**src/rtl/cog_deadtime_v1_pkg.sv**
```systemverilog
// COG register layouts and field masks shared by the wrapper and its SFR instances.
// The shdn_flag bit is only implemented when COG_AUTO_SHUTDOWN_EN is defined.
package pkg_sfrs_definition;

   typedef struct packed {
      logic [27:0] rsvd;
      logic        shdn_flag;
      logic        pol_l;
      logic        pol_h;
      logic        en;
   } cog_ctrl_t;

   typedef struct packed {
      logic [15:0] rsvd;
      logic [7:0]  dt_fall;
      logic [7:0]  dt_rise;
   } cog_dt_t;

   localparam logic [31:0] COG_CTRL_IMPL_MASK = 32'h0000_000F;
   localparam logic [31:0] COG_CTRL_HW_MASK   = 32'h0000_0008;
   localparam logic [31:0] COG_DT_IMPL_MASK   = 32'h0000_FFFF;
   localparam logic [31:0] COG_DT_HW_MASK     = 32'h0000_0000;
   localparam int unsigned COG_DT_OFFSET      = 4;

endpackage

```
**src/rtl/cog_core_v1.sv**
```systemverilog
// COG datapath: PWM input register, dead-band FSM/counter, registered outputs.
// The SHDN state exists only when COG_AUTO_SHUTDOWN_EN is defined.
module cog_core_v1 (
   input  logic       i_clk,
   input  logic       i_rst_n,
   input  logic       i_clk_en,
   input  logic       i_en,
   input  logic       i_pol_h,
   input  logic       i_pol_l,
   input  logic [7:0] i_dt_rise,
   input  logic [7:0] i_dt_fall,
   input  logic       i_pwm,
`ifdef COG_AUTO_SHUTDOWN_EN
   input  logic       i_shdn_in,
   input  logic       i_shdn_flag,
`endif
   output logic       o_cog_h,
   output logic       o_cog_l
);

   typedef enum logic [2:0] {
      ST_IDLE,
      ST_H_ON,
      ST_L_ON,
      ST_DT_RISE,
      ST_DT_FALL
`ifdef COG_AUTO_SHUTDOWN_EN
      , ST_SHDN
`endif
   } state_t;

   state_t     r_state;
   logic [7:0] r_cnt;
   logic       r_pwm_q;
   logic       r_cog_h;
   logic       r_cog_l;

   always_ff @(posedge i_clk) begin
      if (!i_rst_n) begin
         r_state <= ST_IDLE;
         r_cnt   <= '0;
         r_pwm_q <= 1'b0;
         r_cog_h <= 1'b0;
         r_cog_l <= 1'b0;
      end else if (i_clk_en) begin
         r_pwm_q <= i_pwm;
         r_cog_h <= (r_state == ST_H_ON) ^ i_pol_h;
         r_cog_l <= (r_state == ST_L_ON) ^ i_pol_l;
`ifdef COG_AUTO_SHUTDOWN_EN
         if (r_state != ST_SHDN && i_en && i_shdn_in) begin
            r_state <= ST_SHDN;
            r_cnt   <= '0;
         end else if (r_state == ST_SHDN) begin
            if (!i_shdn_flag && !i_shdn_in)
               r_state <= ST_IDLE;
         end else
`endif
         if (!i_en) begin
            r_state <= ST_IDLE;
            r_cnt   <= '0;
         end else begin
            unique case (r_state)
               ST_IDLE: begin
                  // the band is also applied when leaving IDLE
                  if (r_pwm_q) begin
                     r_state <= ST_DT_RISE;
                     r_cnt   <= i_dt_rise;
                  end else begin
                     r_state <= ST_DT_FALL;
                     r_cnt   <= i_dt_fall;
                  end
               end
               ST_H_ON: begin
                  if (!r_pwm_q) begin
                     if (i_dt_fall == 8'd0) begin
                        r_state <= ST_L_ON;
                     end else begin
                        r_state <= ST_DT_FALL;
                        r_cnt   <= i_dt_fall;
                     end
                  end
               end
               ST_L_ON: begin
                  if (r_pwm_q) begin
                     if (i_dt_rise == 8'd0) begin
                        r_state <= ST_H_ON;
                     end else begin
                        r_state <= ST_DT_RISE;
                        r_cnt   <= i_dt_rise;
                     end
                  end
               end
               ST_DT_RISE: begin
                  if (!r_pwm_q) begin
                     r_state <= ST_L_ON;
                     r_cnt   <= '0;
                  end else if (r_cnt <= 8'd1) begin
                     r_state <= ST_H_ON;
                     r_cnt   <= '0;
                  end else begin
                     r_cnt   <= r_cnt - 8'd1;
                  end
               end
               ST_DT_FALL: begin
                  if (r_pwm_q) begin
                     r_state <= ST_H_ON;
                     r_cnt   <= '0;
                  end else if (r_cnt <= 8'd1) begin
                     r_state <= ST_L_ON;
                     r_cnt   <= '0;
                  end else begin
                     r_cnt   <= r_cnt - 8'd1;
                  end
               end
               default: begin
                  r_state <= ST_IDLE;
                  r_cnt   <= '0;
               end
            endcase
         end
      end
   end

   assign o_cog_h = r_cog_h;
   assign o_cog_l = r_cog_l;

endmodule

```
**src/rtl/sfr_module_v1.sv**
```systemverilog
// Generic memory-mapped SFR: software write, hardware sticky-set, masked read.
// A hardware set on the same edge as a software write wins.
module sfr_module_v1 #(
   parameter int unsigned                  DATA_WIDTH = 32,
   parameter int unsigned                  ADDR_WIDTH = 32,
   parameter logic [ADDR_WIDTH-1:0]        ADDR       = '0,
   parameter logic [DATA_WIDTH-1:0]        IMPL_MASK  = '1,
   parameter logic [DATA_WIDTH-1:0]        HW_MASK    = '0
) (
   input  logic                  i_clk,
   input  logic                  i_rst_n,
   input  logic                  i_clk_en,
   input  logic [ADDR_WIDTH-1:0] i_addr,
   input  logic                  i_wr_en,
   input  logic [DATA_WIDTH-1:0] i_wdata,
   input  logic [DATA_WIDTH-1:0] i_hw_set,
   output logic [DATA_WIDTH-1:0] o_rd_data,
   output logic [DATA_WIDTH-1:0] o_q
);

   logic                  w_hit;
   logic [DATA_WIDTH-1:0] w_next;
   logic [DATA_WIDTH-1:0] r_q;

   assign w_hit  = (i_addr == ADDR);
   assign w_next = ((w_hit && i_wr_en) ? i_wdata : r_q)
                 | (i_hw_set & HW_MASK);

   always_ff @(posedge i_clk) begin
      if (!i_rst_n) begin
         r_q <= '0;
      end else if (i_clk_en) begin
         r_q <= w_next & IMPL_MASK;
      end
   end

   assign o_rd_data = w_hit ? r_q : '0;
   assign o_q       = r_q;

endmodule

```
**src/rtl/cog_deadtime_v1.sv**
```systemverilog
// Complementary output generator wrapper: COG_CTRL/COG_DT SFRs plus core.
// Define COG_AUTO_SHUTDOWN_EN to build the latched fault shutdown.
module cog_deadtime_v1
   import pkg_sfrs_definition::*;
#(
   parameter int unsigned DATA_WIDTH = 32,
   parameter int unsigned ADDR_WIDTH = 32,
   parameter int unsigned BASE_ADDR  = 0
) (
   input  logic                  sys_clk,
   input  logic                  sys_rst_n,
   input  logic                  sys_clk_en,
   input  logic [ADDR_WIDTH-1:0] sys_addr,
   input  logic                  sys_wr_en,
   input  logic [DATA_WIDTH-1:0] sys_sw_value,
   input  logic                  pwm_in,
   input  logic                  shdn_in,
   output logic [DATA_WIDTH-1:0] sfr_rd_dout,
   output logic                  cog_h,
   output logic                  cog_l
);

   localparam logic [ADDR_WIDTH-1:0] LP_CTRL_ADDR =
      ADDR_WIDTH'(BASE_ADDR);
   localparam logic [ADDR_WIDTH-1:0] LP_DT_ADDR =
      ADDR_WIDTH'(BASE_ADDR + COG_DT_OFFSET);
   localparam logic [DATA_WIDTH-1:0] LP_HW_MASK =
      DATA_WIDTH'(COG_CTRL_HW_MASK);
`ifdef COG_AUTO_SHUTDOWN_EN
   localparam logic [DATA_WIDTH-1:0] LP_CTRL_MASK =
      DATA_WIDTH'(COG_CTRL_IMPL_MASK);
`else
   localparam logic [DATA_WIDTH-1:0] LP_CTRL_MASK =
      DATA_WIDTH'(COG_CTRL_IMPL_MASK & ~COG_CTRL_HW_MASK);
`endif

   logic [DATA_WIDTH-1:0] w_ctrl_q;
   logic [DATA_WIDTH-1:0] w_dt_q;
   logic [DATA_WIDTH-1:0] w_ctrl_rd;
   logic [DATA_WIDTH-1:0] w_dt_rd;
   logic [DATA_WIDTH-1:0] w_ctrl_wdata;
   logic [DATA_WIDTH-1:0] w_ctrl_hw;
   cog_ctrl_t             w_ctrl;
   cog_dt_t               w_dt;
   logic                  w_unused;

   assign w_ctrl = cog_ctrl_t'(w_ctrl_q[31:0]);
   assign w_dt   = cog_dt_t'(w_dt_q[31:0]);

   // software may only clear hardware-set bits, never set them
   assign w_ctrl_wdata = sys_sw_value & ~(LP_HW_MASK & ~w_ctrl_q);

   always_comb begin
      w_ctrl_hw = '0;
`ifdef COG_AUTO_SHUTDOWN_EN
      w_ctrl_hw[3] = shdn_in & w_ctrl.en;
`endif
   end

   sfr_module_v1 #(
      .DATA_WIDTH (DATA_WIDTH),
      .ADDR_WIDTH (ADDR_WIDTH),
      .ADDR       (LP_CTRL_ADDR),
      .IMPL_MASK  (LP_CTRL_MASK),
      .HW_MASK    (LP_HW_MASK)
   ) u_ctrl (
      .i_clk      (sys_clk),
      .i_rst_n    (sys_rst_n),
      .i_clk_en   (sys_clk_en),
      .i_addr     (sys_addr),
      .i_wr_en    (sys_wr_en),
      .i_wdata    (w_ctrl_wdata),
      .i_hw_set   (w_ctrl_hw),
      .o_rd_data  (w_ctrl_rd),
      .o_q        (w_ctrl_q)
   );

   sfr_module_v1 #(
      .DATA_WIDTH (DATA_WIDTH),
      .ADDR_WIDTH (ADDR_WIDTH),
      .ADDR       (LP_DT_ADDR),
      .IMPL_MASK  (DATA_WIDTH'(COG_DT_IMPL_MASK)),
      .HW_MASK    (DATA_WIDTH'(COG_DT_HW_MASK))
   ) u_dt (
      .i_clk      (sys_clk),
      .i_rst_n    (sys_rst_n),
      .i_clk_en   (sys_clk_en),
      .i_addr     (sys_addr),
      .i_wr_en    (sys_wr_en),
      .i_wdata    (sys_sw_value),
      .i_hw_set   ('0),
      .o_rd_data  (w_dt_rd),
      .o_q        (w_dt_q)
   );

   cog_core_v1 u_core (
      .i_clk       (sys_clk),
      .i_rst_n     (sys_rst_n),
      .i_clk_en    (sys_clk_en),
      .i_en        (w_ctrl.en),
      .i_pol_h     (w_ctrl.pol_h),
      .i_pol_l     (w_ctrl.pol_l),
      .i_dt_rise   (w_dt.dt_rise),
      .i_dt_fall   (w_dt.dt_fall),
      .i_pwm       (pwm_in),
`ifdef COG_AUTO_SHUTDOWN_EN
      .i_shdn_in   (shdn_in),
      .i_shdn_flag (w_ctrl.shdn_flag),
`endif
      .o_cog_h     (cog_h),
      .o_cog_l     (cog_l)
   );

   assign sfr_rd_dout = w_ctrl_rd | w_dt_rd;

   assign w_unused = ^{shdn_in, w_ctrl.rsvd, w_ctrl.shdn_flag,
                       w_dt.rsvd};

endmodule

```
**config.mk**
```make
export PLATFORM = sky130hd
export DESIGN_NAME = cog_deadtime_v1
export DESIGN_NICKNAME = d
export VERILOG_FILES = /design/src/rtl/cog_deadtime_v1_pkg.sv /design/src/rtl/cog_core_v1.sv /design/src/rtl/sfr_module_v1.sv /design/src/rtl/cog_deadtime_v1.sv
export SDC_FILE = /design/constraint.sdc
export NUM_CORES = 1
export LEC_CHECK = 0
export CELL_PAD_IN_SITES_DETAIL_PLACEMENT = 1
export CELL_PAD_IN_SITES_GLOBAL_PLACEMENT = 1
export CORE_MARGIN = 2
export CORE_UTILIZATION = 34
export CTS_CLUSTER_DIAMETER = 40
export DETAILED_ROUTE_END_ITERATION = 10
export PLACE_DENSITY_LB_ADDON = 0.3
export SLEW_MARGIN = 10
export SYNTH_ARGS = -nofsm -noshare
export SYNTH_HDL_FRONTEND = slang
export SYNTH_HIERARCHICAL = 1
export SYNTH_SLANG_ARGS = --single-unit
```
**constraint.sdc**
```tcl
create_clock -name sys_clk -period 2.25 [get_ports sys_clk]
set_input_delay 0.45 -clock sys_clk [delete_from_list [all_inputs] [get_ports sys_clk]]
set_output_delay 0.45 -clock sys_clk [all_outputs]
set_load 0.05 [all_outputs]
```
Word level (Yosys, flattened, before mapping)
Index checks and enable logic that the tools add are counted.
{"block": "op_classes", "add_sub_neg": 1, "n_lt_le_gt_ge": 1, "n_eq_ne": 11, "n_mux": 23, "n_bitwise": 5, "n_reduce_logical": 10}
{"op": "$mux 8", "n": 9}
{"op": "$pmux 8 s5", "n": 1}
{"op": "$eq 32x3->1 const B", "n": 1}
{"op": "$logic_not 32->1", "n": 1}
{"op": "$or 32x32->32", "n": 1}
{"op": "$mux 3", "n": 10}
{"op": "$logic_not 8->1", "n": 2}
{"op": "$mux 16", "n": 1}
{"op": "$pmux 3 s5", "n": 1}
{"op": "$reduce_and 5->1", "n": 2}
{"op": "$ne 3x3->1 const B", "n": 3}
{"op": "$le 8x1->1 const B", "n": 1}
{"op": "$sub 8x1->8 const B", "n": 1}
{"op": "$eq 3x2->1 const B", "n": 2}
{"op": "$ne 4x2->1 const B", "n": 1}
{"op": "$ne 4x4->1 const B", "n": 1}
{"op": "$reduce_and 2->1", "n": 2}
{"op": "$and 3x3->3", "n": 1}
{"op": "$eq 3x1->1 const B", "n": 1}
{"op": "$eq 3x3->1 const B", "n": 1}
{"op": "$logic_not 3->1", "n": 1}
{"op": "$ne 3x2->1 const B", "n": 1}
{"op": "$not 1->3 const A", "n": 1}
{"op": "$logic_and 1x1->1", "n": 2}
{"op": "other kinds (2)", "n": 3}
{"block": "word_totals", "ff_bits": 33, "input_bits": 70, "out_inout_bits": 34, "elab_cells": 58}

Longest topological paths before layout
{"block": "depth", "ltp_word": 5, "depth_mapped": 8, "mapped_depth_nobuf": 7}

Cells and area by module
The synthesis kept the hierarchy.
{"mod": "cog_core_v1", "instances": 1, "cells_each": 145, "area_per_inst_um2": 1167.4, "seq_area_each_um2": 280.3}
{"mod": "sfr_module_v1 at u_dt", "instances": 1, "cells_each": 131, "area_per_inst_um2": 1108.6, "seq_area_each_um2": 320.3}
{"mod": "sfr_module_v1 at u_ctrl", "instances": 1, "cells_each": 87, "area_per_inst_um2": 656.9, "seq_area_each_um2": 60.1}
{"mod": "cog_deadtime_v1", "instances": 1, "cells_each": 34, "area_per_inst_um2": 210.2, "seq_area_each_um2": 0.0}

Worst setup path before layout
Ideal clock, no wire load.
{"block": "synth_path", "path_kind": "input-to-output", "from": "in sys_addr[20]", "to": "out sfr_rd_dout[10]", "arrival_time_ps": 1861, "required_time_ps": 1800, "path_slack_ps": -61, "path_stages": 6, "path_buffers": 1, "path_cell_list": "nor4_2 > nand4_2 > nor2_1 > clkbuf_1 > and2_1 > or2_1"}
{"block": "synth_via", "elab_chain_len": 3}
{"element": "start, declared", "line": "cog_deadtime_v1.sv:13", "rtl": "input logic [ADDR_WIDTH-1:0] sys_addr,"}
{"element": "$eq 32x3->1", "line": "sfr_module_v1.sv:25", "rtl": "assign w_hit = (i_addr == ADDR);"}
{"element": "$mux 16", "line": "sfr_module_v1.sv:37", "rtl": "assign o_rd_data = w_hit ? r_q : '0;"}
{"element": "named net w_dt_rd[10]", "line": "cog_deadtime_v1.sv:40", "rtl": "logic [DATA_WIDTH-1:0] w_dt_rd;"}
{"element": "$or 32x32->32", "line": "cog_deadtime_v1.sv:114", "rtl": "assign sfr_rd_dout = w_ctrl_rd | w_dt_rd;"}
{"element": "end, declared", "line": "cog_deadtime_v1.sv:18", "rtl": "output logic [DATA_WIDTH-1:0] sfr_rd_dout,"}
The timed path passes the listed nets, and every way through them passes these cells.

Worst setup path in the final report
{"block": "layout_path", "from": "in sys_addr[25]", "to": "out sfr_rd_dout[2]"}
Same word-level chain as after synthesis.

==> results.toml <==
[timing]
worst_pin_slew_ns = 0.4901
rsz0062_at_grt = "true"
final.min_clock_period_ns = 2.306
clock_skew_ns = 0.006689
clock.fmax_ghz = 0.4337
drv_slew = 0
setup_viol = 16
setup-tns-final_ns = -0.3472
hold_viol = 0
final.period_utilization_pct = 102.5
final.setup.worst_slack_ns = -0.05598
slew_headroom_pct = 67.03

[layout]
areaGrowthSynthToFinish_pct = 41.27
drive_gt1_share_pct = 30.80
fin_cells = 540
utilization_pct = 48.79
diodes = 0
fillers = 996
fin_nets = 506

[setup_path]
crit_type = "in2out"
rr_endpoint = "u_core/r_state[1]$_SDFFE_PN0P_"
end_kind = "primary output"
worst_ep_arrival_time_ns = 1.86
r2r-start = "u_core/r_cnt[0]$_SDFFE_PN0P_"
worstRegToRegCells = 7
start_kind = "input pin"
worstPathRequired_ns = 1.80
ff2ff_setup_slack_ns = 0.17
crit_fanout = 8

[die]
die_h_microns = 94.67
dieWidth_microns = 94.67
initial_core_util_pct = 34.54
die-area_sq_um = 8962
rows = 33
io_pins = 104
coreArea_sq_um = 8093

[global_route]
grt_pass1_wl_microns = 12340
track_usage_pct = 17.70
grt_pass1_vias = 2616
globalRouteOverflowTotal = 0
met3_usage_pct = 4.150
antenna_found_initial = 0
busiest_layer = "met2"
grt_max_degree = 39
groute.layer.met2.usage_pct = 29.96
use_met1_pct = 21.94

[synthesis]
netlist_area_sq_um = 2795
yosys_warnings = 6
synthCells = 350
avgSynthCellArea_sq_um = 7.986

[cts]
clk_latency_ns = 0.30
numCtsBuffers = 5
cts_hold_buf = 0
cts_sinks = 33
cts_tree = "built"
ctsHtreeMaxLevel = 2
cts_root_buf = "clkbuf_8"
path_clk_slew_ns = 0.07
cts.path.max_buffers = 2

[outcome]
violations = "setup timing"
status = "finished, violations left"

[drt]
vias_per_cell = 4.946
drc = 0
wl_microns = 7817
routed-via-count = 2671
initialDrtViolationCount = 84
wl_per_cell_microns = 14.48
first_pass_iters = 4
ant_nets = 0

[placement]
dp.cells = 530
io_buffer_count = 70
gp_congestion = 0.8737
hpwl_microns = 6010

[min_path]
worstHoldStart = "u_core/r_cnt[1]$_SDFFE_PN0P_"
whs_endpoint = "u_core/r_cnt[1]$_SDFFE_PN0P_"
hold_class = "reg2reg"
hold_depth = 2

[power_and_ir_drop]
seq_power_share_pct = 38.0
p_switching_w = 0.0004577
pwr-share-clk_pct = 37.0
sw_frac_of_total_pct = 29.61
ir_worst_vdd_uv = 197.6
leakagePower_nw = 1.666
p_per_area_nw_per_um2 = 391.4
p_int_w = 0.001088
combPwrFrac_pct = 24.9

[flow_run]
cap_violations = 0
## sequential cells by signal, indices dropped and copies added (netlist names)
name	cells
u_dt/o_q	16
u_core/r_cnt	8
u_core/r_state	3
u_ctrl/o_q	3
u_core/o_cog_h	1
u_core/o_cog_l	1
u_core/r_pwm_q	1
## power groups by stage
stage | Clock [W] | Combinational (W) | Sequential, W
after floorplan | 0 | 0.000241 | 0.000608
after global placement | 0 | 0.000372 | 0.000601
after detailed placement | 0 | 0.000377 | 0.000601
after CTS | 0.000591 | 0.000376 | 0.000588
after global routing | 0.000623 | 0.000408 | 0.000588
final | 0.000573 | 0.000385 | 0.000588
## placed cells by master (no fill, tap or decap), types with 2 or more instances in the layout
master           count
nor3b_1              2
ha_1                 2
and2_1               7
nor4_4               7
buf_2               13
a31oi_1              5
a41oi_1              9
nand4_1              5
nand2b_1             2
nor4_2               5
a32oi_1              6
nor2b_1              2
nor3_1               2
buf_12              17
and2_4              13
o21ai_0              3
nand2_1             52
a211oi_1             4
clkbuf_8             5
buf_4               22
nor2_1              16
nor4_1               8
clkdlybuf4s50_1     22
a22oi_1              2
or2_1               18
mux2i_1             21
dfxtp_1             33
nor4b_4              2
buf_6               12
inv_1               13
xnor2_1              2
a21oi_1              2
conb_1              45
or2_4               15
clkbuf_2             3
and3_1               2
clkdlybuf4s15_2      4
o22ai_1              7
## critical path: stages
cell	delay (ns)
buf_2	0.12
nor4_4	0.30
nand4_2	0.18
nor2_4	0.22
buf_6	0.17
and2_1	0.12
or2_1	0.14
buf_12	0.15
## metal layers
metal  share of wire [%]  wire length (microns)
met3                 6.6                    514
met1                  43                   3382
met2                  48                   3754
met4                 2.1                    165
met5                   0                      0
## stage by stage
stage	area [sq um]	hold WS, ns	power (W)	worst slack (ns)
4_1_cts	3879	0.5028	0.001555	-0.01624
5_1_grt	3949	0.5274	0.001619	-0.06916
3_5_place_dp	3725	0.4886	0.0009785	-0.3358
6_report	3949	0.4977	0.001546	-0.05598
2_1_floorplan	2982	0.4478	0.0008491	0.1138
3_3_place_gp	3725	0.4663	0.0009735	-0.3449
## cell type report
cell class	count	area (sq um)	share of cell area, %
inverters	13	48.80	1.236
flip-flops and latches	33	660.6	16.73
repair buffers	94	996.0	25.22
clock buffers	5	68.82	1.743
multi-input cells	287	1997	50.57
well taps	105	131.4	3.327
clock inverters	3	46.29	1.172
## how the worst max path moves through the flow
stage	from	to	slack (ns)
floorplan	sys_addr[20]	sfr_rd_dout[10]	0.11
global placement	sys_addr[12]	sfr_rd_dout[0]	-0.34
detailed placement	sys_addr[27]	sfr_rd_dout[15]	-0.34
CTS	sys_addr[9]	sfr_rd_dout[2]	-0.02
global route	sys_addr[7]	sfr_rd_dout[2]	-0.07
finish	sys_addr[25]	sfr_rd_dout[2]	-0.06
## what timing repair did
item / 4_1_cts / 5_1_grt
cloned: 1 / 0
gates resized for setup: 140 / 30
pin swaps: 21 / 27
setup endpoints to repair: 16 / 16
setup buffers: 0 / 1
hold endpoints to repair: 0 / 0
No activity file was read; power rests on OpenSTA's default activity.
==> RTL change 1: new RTL, same settings <==
Add an input register stage for `sys_addr`, `sys_wr_en`, `sys_sw_value` and `pwm_in`, without a reset; this delays them by one clock. The other inputs are not delayed to match.
--- a/src/rtl/cog_deadtime_v1.sv
+++ b/src/rtl/cog_deadtime_v1.sv
@@ -26,6 +26,18 @@
       ADDR_WIDTH'(BASE_ADDR + COG_DT_OFFSET);
    localparam logic [DATA_WIDTH-1:0] LP_HW_MASK =
       DATA_WIDTH'(COG_CTRL_HW_MASK);
+
+   logic [ADDR_WIDTH-1:0] sys_addr_q;
+   logic sys_wr_en_q;
+   logic [DATA_WIDTH-1:0] sys_sw_value_q;
+   logic pwm_q;
+
+   always_ff @(posedge sys_clk) begin
+      sys_addr_q     <= sys_addr;
+      sys_wr_en_q    <= sys_wr_en;
+      sys_sw_value_q <= sys_sw_value;
+      pwm_q          <= pwm_in;
+   end
 `ifdef COG_AUTO_SHUTDOWN_EN
    localparam logic [DATA_WIDTH-1:0] LP_CTRL_MASK =
       DATA_WIDTH'(COG_CTRL_IMPL_MASK);
@@ -48,7 +60,7 @@
    assign w_dt   = cog_dt_t'(w_dt_q[31:0]);
 
    // software may only clear hardware-set bits, never set them
-   assign w_ctrl_wdata = sys_sw_value & ~(LP_HW_MASK & ~w_ctrl_q);
+   assign w_ctrl_wdata = sys_sw_value_q & ~(LP_HW_MASK & ~w_ctrl_q);
 
    always_comb begin
       w_ctrl_hw = '0;
@@ -67,8 +79,8 @@
       .i_clk      (sys_clk),
       .i_rst_n    (sys_rst_n),
       .i_clk_en   (sys_clk_en),
-      .i_addr     (sys_addr),
-      .i_wr_en    (sys_wr_en),
+      .i_addr     (sys_addr_q),
+      .i_wr_en    (sys_wr_en_q),
       .i_wdata    (w_ctrl_wdata),
       .i_hw_set   (w_ctrl_hw),
       .o_rd_data  (w_ctrl_rd),
@@ -85,9 +97,9 @@
       .i_clk      (sys_clk),
       .i_rst_n    (sys_rst_n),
       .i_clk_en   (sys_clk_en),
-      .i_addr     (sys_addr),
-      .i_wr_en    (sys_wr_en),
-      .i_wdata    (sys_sw_value),
+      .i_addr     (sys_addr_q),
+      .i_wr_en    (sys_wr_en_q),
+      .i_wdata    (sys_sw_value_q),
       .i_hw_set   ('0),
       .o_rd_data  (w_dt_rd),
       .o_q        (w_dt_q)
@@ -102,7 +114,7 @@
       .i_pol_l     (w_ctrl.pol_l),
       .i_dt_rise   (w_dt.dt_rise),
       .i_dt_fall   (w_dt.dt_fall),
-      .i_pwm       (pwm_in),
+      .i_pwm       (pwm_q),
 `ifdef COG_AUTO_SHUTDOWN_EN
       .i_shdn_in   (shdn_in),
       .i_shdn_flag (w_ctrl.shdn_flag),
Formal check against the unedited RTL: not equivalent (a bounded check fails within 4 cycles, from zero or initial values and one cycle with sys_rst_n low).
==> RTL change 1 against the unedited design <==
The flow still finishes with violations (setup timing). Total power grew 96%. Sequential share of layout area grew 16 points. Synthesized area grew 36%. Utilization shrank 2.1 points. Cell area grew 29%. Critical path depth shrank 1. Wire length grew 18%. Setup slack lost 0.14 ns. Sequential cell count grew 50. Non-clock buffer count shrank 6. Critical path type is now flop to output pin. Critical endpoint is now sfr_rd_dout[0]. Largest cell class unchanged.
==> RTL change 1: results (changes against the unedited design) <==
pwr:
  power.leakage_nw: 2.09  # +25%
  ir_worst_vdd_v: 0.000343  # +74%
  cell_internal_pwr_mw: 2.23  # +100%
clock_network:
  clkTransAtPathRegs_ns: 0.09  # +0.02 ns
  cts_buffers: 9  # +4
  cts_htree_levels: 3  # +1
  postCtsHoldBufs: 0  # unchanged
  worstSkewPairLatency_ns: 0.35  # +0.05 ns
  cts_setup_buffers: 0  # unchanged
  ctsRootBufferMaster: "clkbuf_8"
  clk_path_buf_depth: 2  # unchanged
drt:
  vias: 2939  # +10%
  drtPass1Iterations: 4  # unchanged
  drt_iter0_markers: 103  # +23%
  wire_per_inst_um: 14.7  # +1.5%
  drt-vias-per-instance: 4.69  # -5.2%
timing:
  setup_violations: 16  # unchanged
  relSlewSlack: 0.609  # -0.0610
  fin_ws_ns: -0.192  # -0.136 ns
  skew_ns: 0.00889  # +0.00220 ns
place:
  globalplace.congestion: 0.797  # -8.8%
  portBuffers: 70  # unchanged
  placedCellCount: 610  # +15%
  hpwl_mm: 6.77  # +13%
setup_path:
  reg2reg_slack_ns: 0.15  # -0.02 ns
  crit_end: "sfr_rd_dout[0]"
  r2r_start: "u_core/r_cnt[0]"
  rr_worst_depth: 7  # unchanged
  critPathArrivalTime_ns: 1.99  # +0.13 ns
  cp_slowest_stage_delay_ns: 0.35  # +0.05 ns
  crit_slowest_cell: "dfxtp_1"
  crit_family: "simple AND/OR/NAND/NOR gates"
  crit_fanout: 8  # unchanged
  r2r_end: "u_core/r_state[1]"
  startpoint: "sys_addr_q[27]"
grt:
  first_global_vias: 3144  # +20%
  grt_pass1_wl_mm: 15.1  # +22%
  grt_max_degree: 39  # unchanged
  grt_antenna_before_repair: 0  # unchanged
  grt_usage: 0.162  # -0.0145
cells_and_area:
  drive_above_1_share: 0.222  # -0.0863
  nFillCells: 1208  # +21%
  num_antenna_cells: 0  # unchanged
  max_flop_register: "sys_addr_q"
  nets: 554  # +9.5%
  largest_register_ffs: 32  # +16
min_path:
  hold_class: "flop to flop"
outcome:
  violations: "setup timing"
  outcome: "finished, violations left"
synth:
  yosysWarningCount: 6  # unchanged
  syn_inst: 400  # +14%
## RTL change 1: area by class of cell
type                       instances  area share
inverter                          13     0.00960
clock inverter                     7      0.0158
clock buffer                       9      0.0244
tap                              140      0.0345
sequential                        83       0.328
timing repair buffer              88       0.200
multi-input combinational        287       0.388
## RTL change 1: what timing repair did
action	CTS	global route
resized for setup	26	22
setup endpoints to repair	16	23
pin swaps	26	13
cloned	1	0
## RTL change 1: metrics by stage
| stage | total power, mW | worst slack (ns) | setup TNS, ns | hold slack [ns] | cell area (um2) |
|---|---|---|---|---|---|
| 2_1_floorplan | 1.81 | 0.0867 | 0 | 0.423 | 3960 |
| 5_1_grt | 3.16 | -0.291 | -4.46 | 0.473 | 5080 |
| 4_1_cts | 3.05 | -0.232 | -3.44 | 0.453 | 5000 |
| 3_5_place_dp | 1.93 | 0.0754 | 0 | 0.444 | 4710 |
| 3_3_place_gp | 1.93 | 0.180 | 0 | 0.432 | 4710 |
| 6_report | 3.03 | -0.192 | -2.89 | 0.455 | 5080 |
## RTL change 1: power by group through the flow
stage | registers [mW] | logic, mW | clock network (mW)
2_1_floorplan | 1.58 | 0.231 | 0
6_report | 1.55 | 0.368 | 1.11
5_1_grt | 1.56 | 0.394 | 1.20
3_5_place_dp | 1.58 | 0.353 | 0
3_3_place_gp | 1.58 | 0.348 | 0
4_1_cts | 1.55 | 0.360 | 1.15
## RTL change 1: worst min path at each step
stage	cells after the start	slack, ns	end	from
5_1_grt	2	0.47	u_dt/o_q[3]	sys_sw_value_q[3]
3_5_place_dp	2	0.44	u_dt/o_q[3]	sys_sw_value_q[3]
6_report	2	0.46	u_dt/o_q[3]	sys_sw_value_q[3]
3_3_place_gp	2	0.43	u_dt/o_q[6]	sys_sw_value_q[6]
2_1_floorplan	2	0.42	u_dt/o_q[10]	sys_sw_value_q[10]
4_1_cts	2	0.45	u_dt/o_q[3]	sys_sw_value_q[3]
## RTL change 1: worst reg2reg max path: cells and delay by family (launching register included)
family / cells / cell delay [ns]
simple gates: 3 / 0.78
flops: 1 / 0.35
buf+inv: 1 / 0.10
fa+ha+maj: 1 / 0.31
compound gates: 2 / 0.44
## RTL change 1: layer usage
layer | vias to the layer above | track usage | wire length, um
li1 | 1462 | - | -
met1 | 1391 | 0.195 | 4140
met2 | 74 | 0.286 | 4580
met3 | 12 | 0.0326 | 344
met4 | 0 | 0.0579 | 145
met5 | - | 0 | 0
==> RTL change 2: new RTL, same flow settings <==
Without the edit above. `ADDR_WIDTH` is set to 32 in 2 places; all go to 64.
--- a/src/rtl/sfr_module_v1.sv
+++ b/src/rtl/sfr_module_v1.sv
@@ -2,7 +2,7 @@
 // A hardware set on the same edge as a software write wins.
 module sfr_module_v1 #(
    parameter int unsigned                  DATA_WIDTH = 32,
-   parameter int unsigned                  ADDR_WIDTH = 32,
+   parameter int unsigned                  ADDR_WIDTH = 64,
    parameter logic [ADDR_WIDTH-1:0]        ADDR       = '0,
    parameter logic [DATA_WIDTH-1:0]        IMPL_MASK  = '1,
    parameter logic [DATA_WIDTH-1:0]        HW_MASK    = '0
--- a/src/rtl/cog_deadtime_v1.sv
+++ b/src/rtl/cog_deadtime_v1.sv
@@ -4,7 +4,7 @@
    import pkg_sfrs_definition::*;
 #(
    parameter int unsigned DATA_WIDTH = 32,
-   parameter int unsigned ADDR_WIDTH = 32,
+   parameter int unsigned ADDR_WIDTH = 64,
    parameter int unsigned BASE_ADDR  = 0
 ) (
    input  logic                  sys_clk,
Interface: changed (resized sys_addr); port bits go from 104 to 136. The function was not compared with the original's and may differ.
==> RTL change 2 against the unedited design <==
Cell area rose by 12%. Combinational power rose by 18%. Via count rose by 19%. Sequential cell count did not move. Global-route usage rose by 5.2 points. Total power fell by 3.4%. The run still ends with setup timing left. Synthesized area rose by 4.0%. Critical path depth rose by 1. First-iteration DRC count rose by 21%. Clock power fell by 22%. Wire length rose by 32%. Critical path type unchanged. Hold slack improved by 0.0011 ns. Setup slack got worse by 0.22 ns. Register-to-register slack improved by 0.04 ns.
==> RTL change 2: results (changes against the unedited design) <==
synth:
  avgSynthCellArea_um2: 7.75  # -2.9%
min_path:
  min_to: "u_core/o_cog_h"
  min_from: "u_core/o_cog_h"
place:
  portBuffers: 102  # +46%
  placedCellCount: 596  # +12%
  globalplace.congestion: 0.846  # -3.1%
  hpwl_mm: 7.80  # +30%
  placed_cell_area_um2: 4270  # +15%
timing:
  setup_violations: 16  # unchanged
  fin_ws_ns: -0.273  # -0.217 ns
  worst_slew_pin_slew_ns: 0.523  # +0.0333 ns
  skew_ns: 0.00382  # -0.00287 ns
setup_path:
  reg2reg_slack_ns: 0.21  # +0.04 ns
  crit_fanout: 7  # -1
  r2r_start: "u_core/r_cnt[0]"
  startpoint: "sys_addr[5]"
  cp_slowest_stage_delay_ns: 0.33  # +0.03 ns
  critPathArrivalTime_ns: 2.07  # +0.21 ns
  rr_worst_depth: 7  # unchanged
pwr:
  p_sw_mw: 0.481  # +5.0%
  p_seq_mw: 0.589  # about the same
  ir_worst_vdd_v: 0.000250  # +26%
  power.leakage_nw: 1.87  # +12%
  power_frac_comb: 0.305  # +0.056
drt:
  drtPass1Iterations: 5  # +1
  vias: 3189  # +19%
  wire_per_inst_um: 17.0  # +17%
  drt_iter0_markers: 102  # +21%
grt:
  first_global_vias: 3469  # +33%
  grt_max_degree: 22  # -44%
  grt_usage: 0.229  # +0.0520
  grt_pass1_wl_mm: 16.6  # +35%
clock_network:
  worstSkewPairLatency_ns: 0.28  # -0.02 ns
  cts_buffers: 5  # unchanged
  ctsRootBufferMaster: "clkbuf_8"
  cts_htree_levels: 2  # unchanged
cells_and_area:
  drive_above_1_share: 0.355  # +0.0471
  final_cells: 609  # +13%
  nFillCells: 1022  # +2.6%
  num_antenna_cells: 0  # unchanged
floorplanning:
  die_x_um: 96.5  # +1.9%
outcome:
  violations: "setup timing"
  outcome: "finished, violations left"
[RTL change 2: changes by cell type in the layout (fill, tap and decap cells not counted), moves of 6 or more]
cell             unedited run  this run
clkdlybuf4s15_1             1         8
nand2_1                    52        19
a21boi_0                    0         6
nor4_2                      5        13
o21ai_0                     3         9
nor4_1                      8        17
nand3_1                     1        17
buf_4                      22        39
a21boi_1                    0        10
mux2i_1                    21         5
clkbuf_2                    3        14
o21ai_1                     0        10
buf_2                      13        28
[RTL change 2: per-stage QoR]
step	utilization	setup TNS (ns)	setup WS, ns	hold WS (ns)	power [mW]
after global routing	0.534	-5.50	-0.371	0.526	1.56
after detailed placement	0.517	-17.21	-0.654	0.485	1.07
after global placement	0.517	-16.39	-0.630	0.462	1.06
final	0.534	-3.90	-0.273	0.499	1.49
after CTS	0.536	-3.88	-0.262	0.501	1.50
after floorplan	-	0	0.0103	0.448	0.854
[RTL change 2: routing by layer]
metal	global-route usage	share of wire	up-vias
met5	0	0	-
met1	0.262	0.41	1520
met2	0.427	0.52	107
li1	-	-	1544
met3	0.0489	0.058	18
met4	0.0634	0.018	0
[RTL change 2: timing repair]
| action | in CTS | in global routing |
|---|---|---|
| buffers inserted | 4 | 0 |
| gates cloned | 2 | 0 |
| resized for setup | 225 | 39 |
| endpoints found under the setup margin | 35 | 18 |
| pin swaps | 22 | 18 |
[RTL change 2: cell type report]
class	count	area, um2	area share
clock inverters	3	17.5	0.00397
inverters	13	48.8	0.0111
well taps	105	131	0.0298
flip-flops and latches	33	661	0.150
repair buffers	143	1320	0.300
clock buffers	5	68.8	0.0156
multi-input cells	307	2160	0.490
[RTL change 2: worst min-delay path, cell delays in order, from the launching register on]
cell and delay, ns:
dfxtp_1 0.32, nor2_1 0.09, a211oi_1 0.05
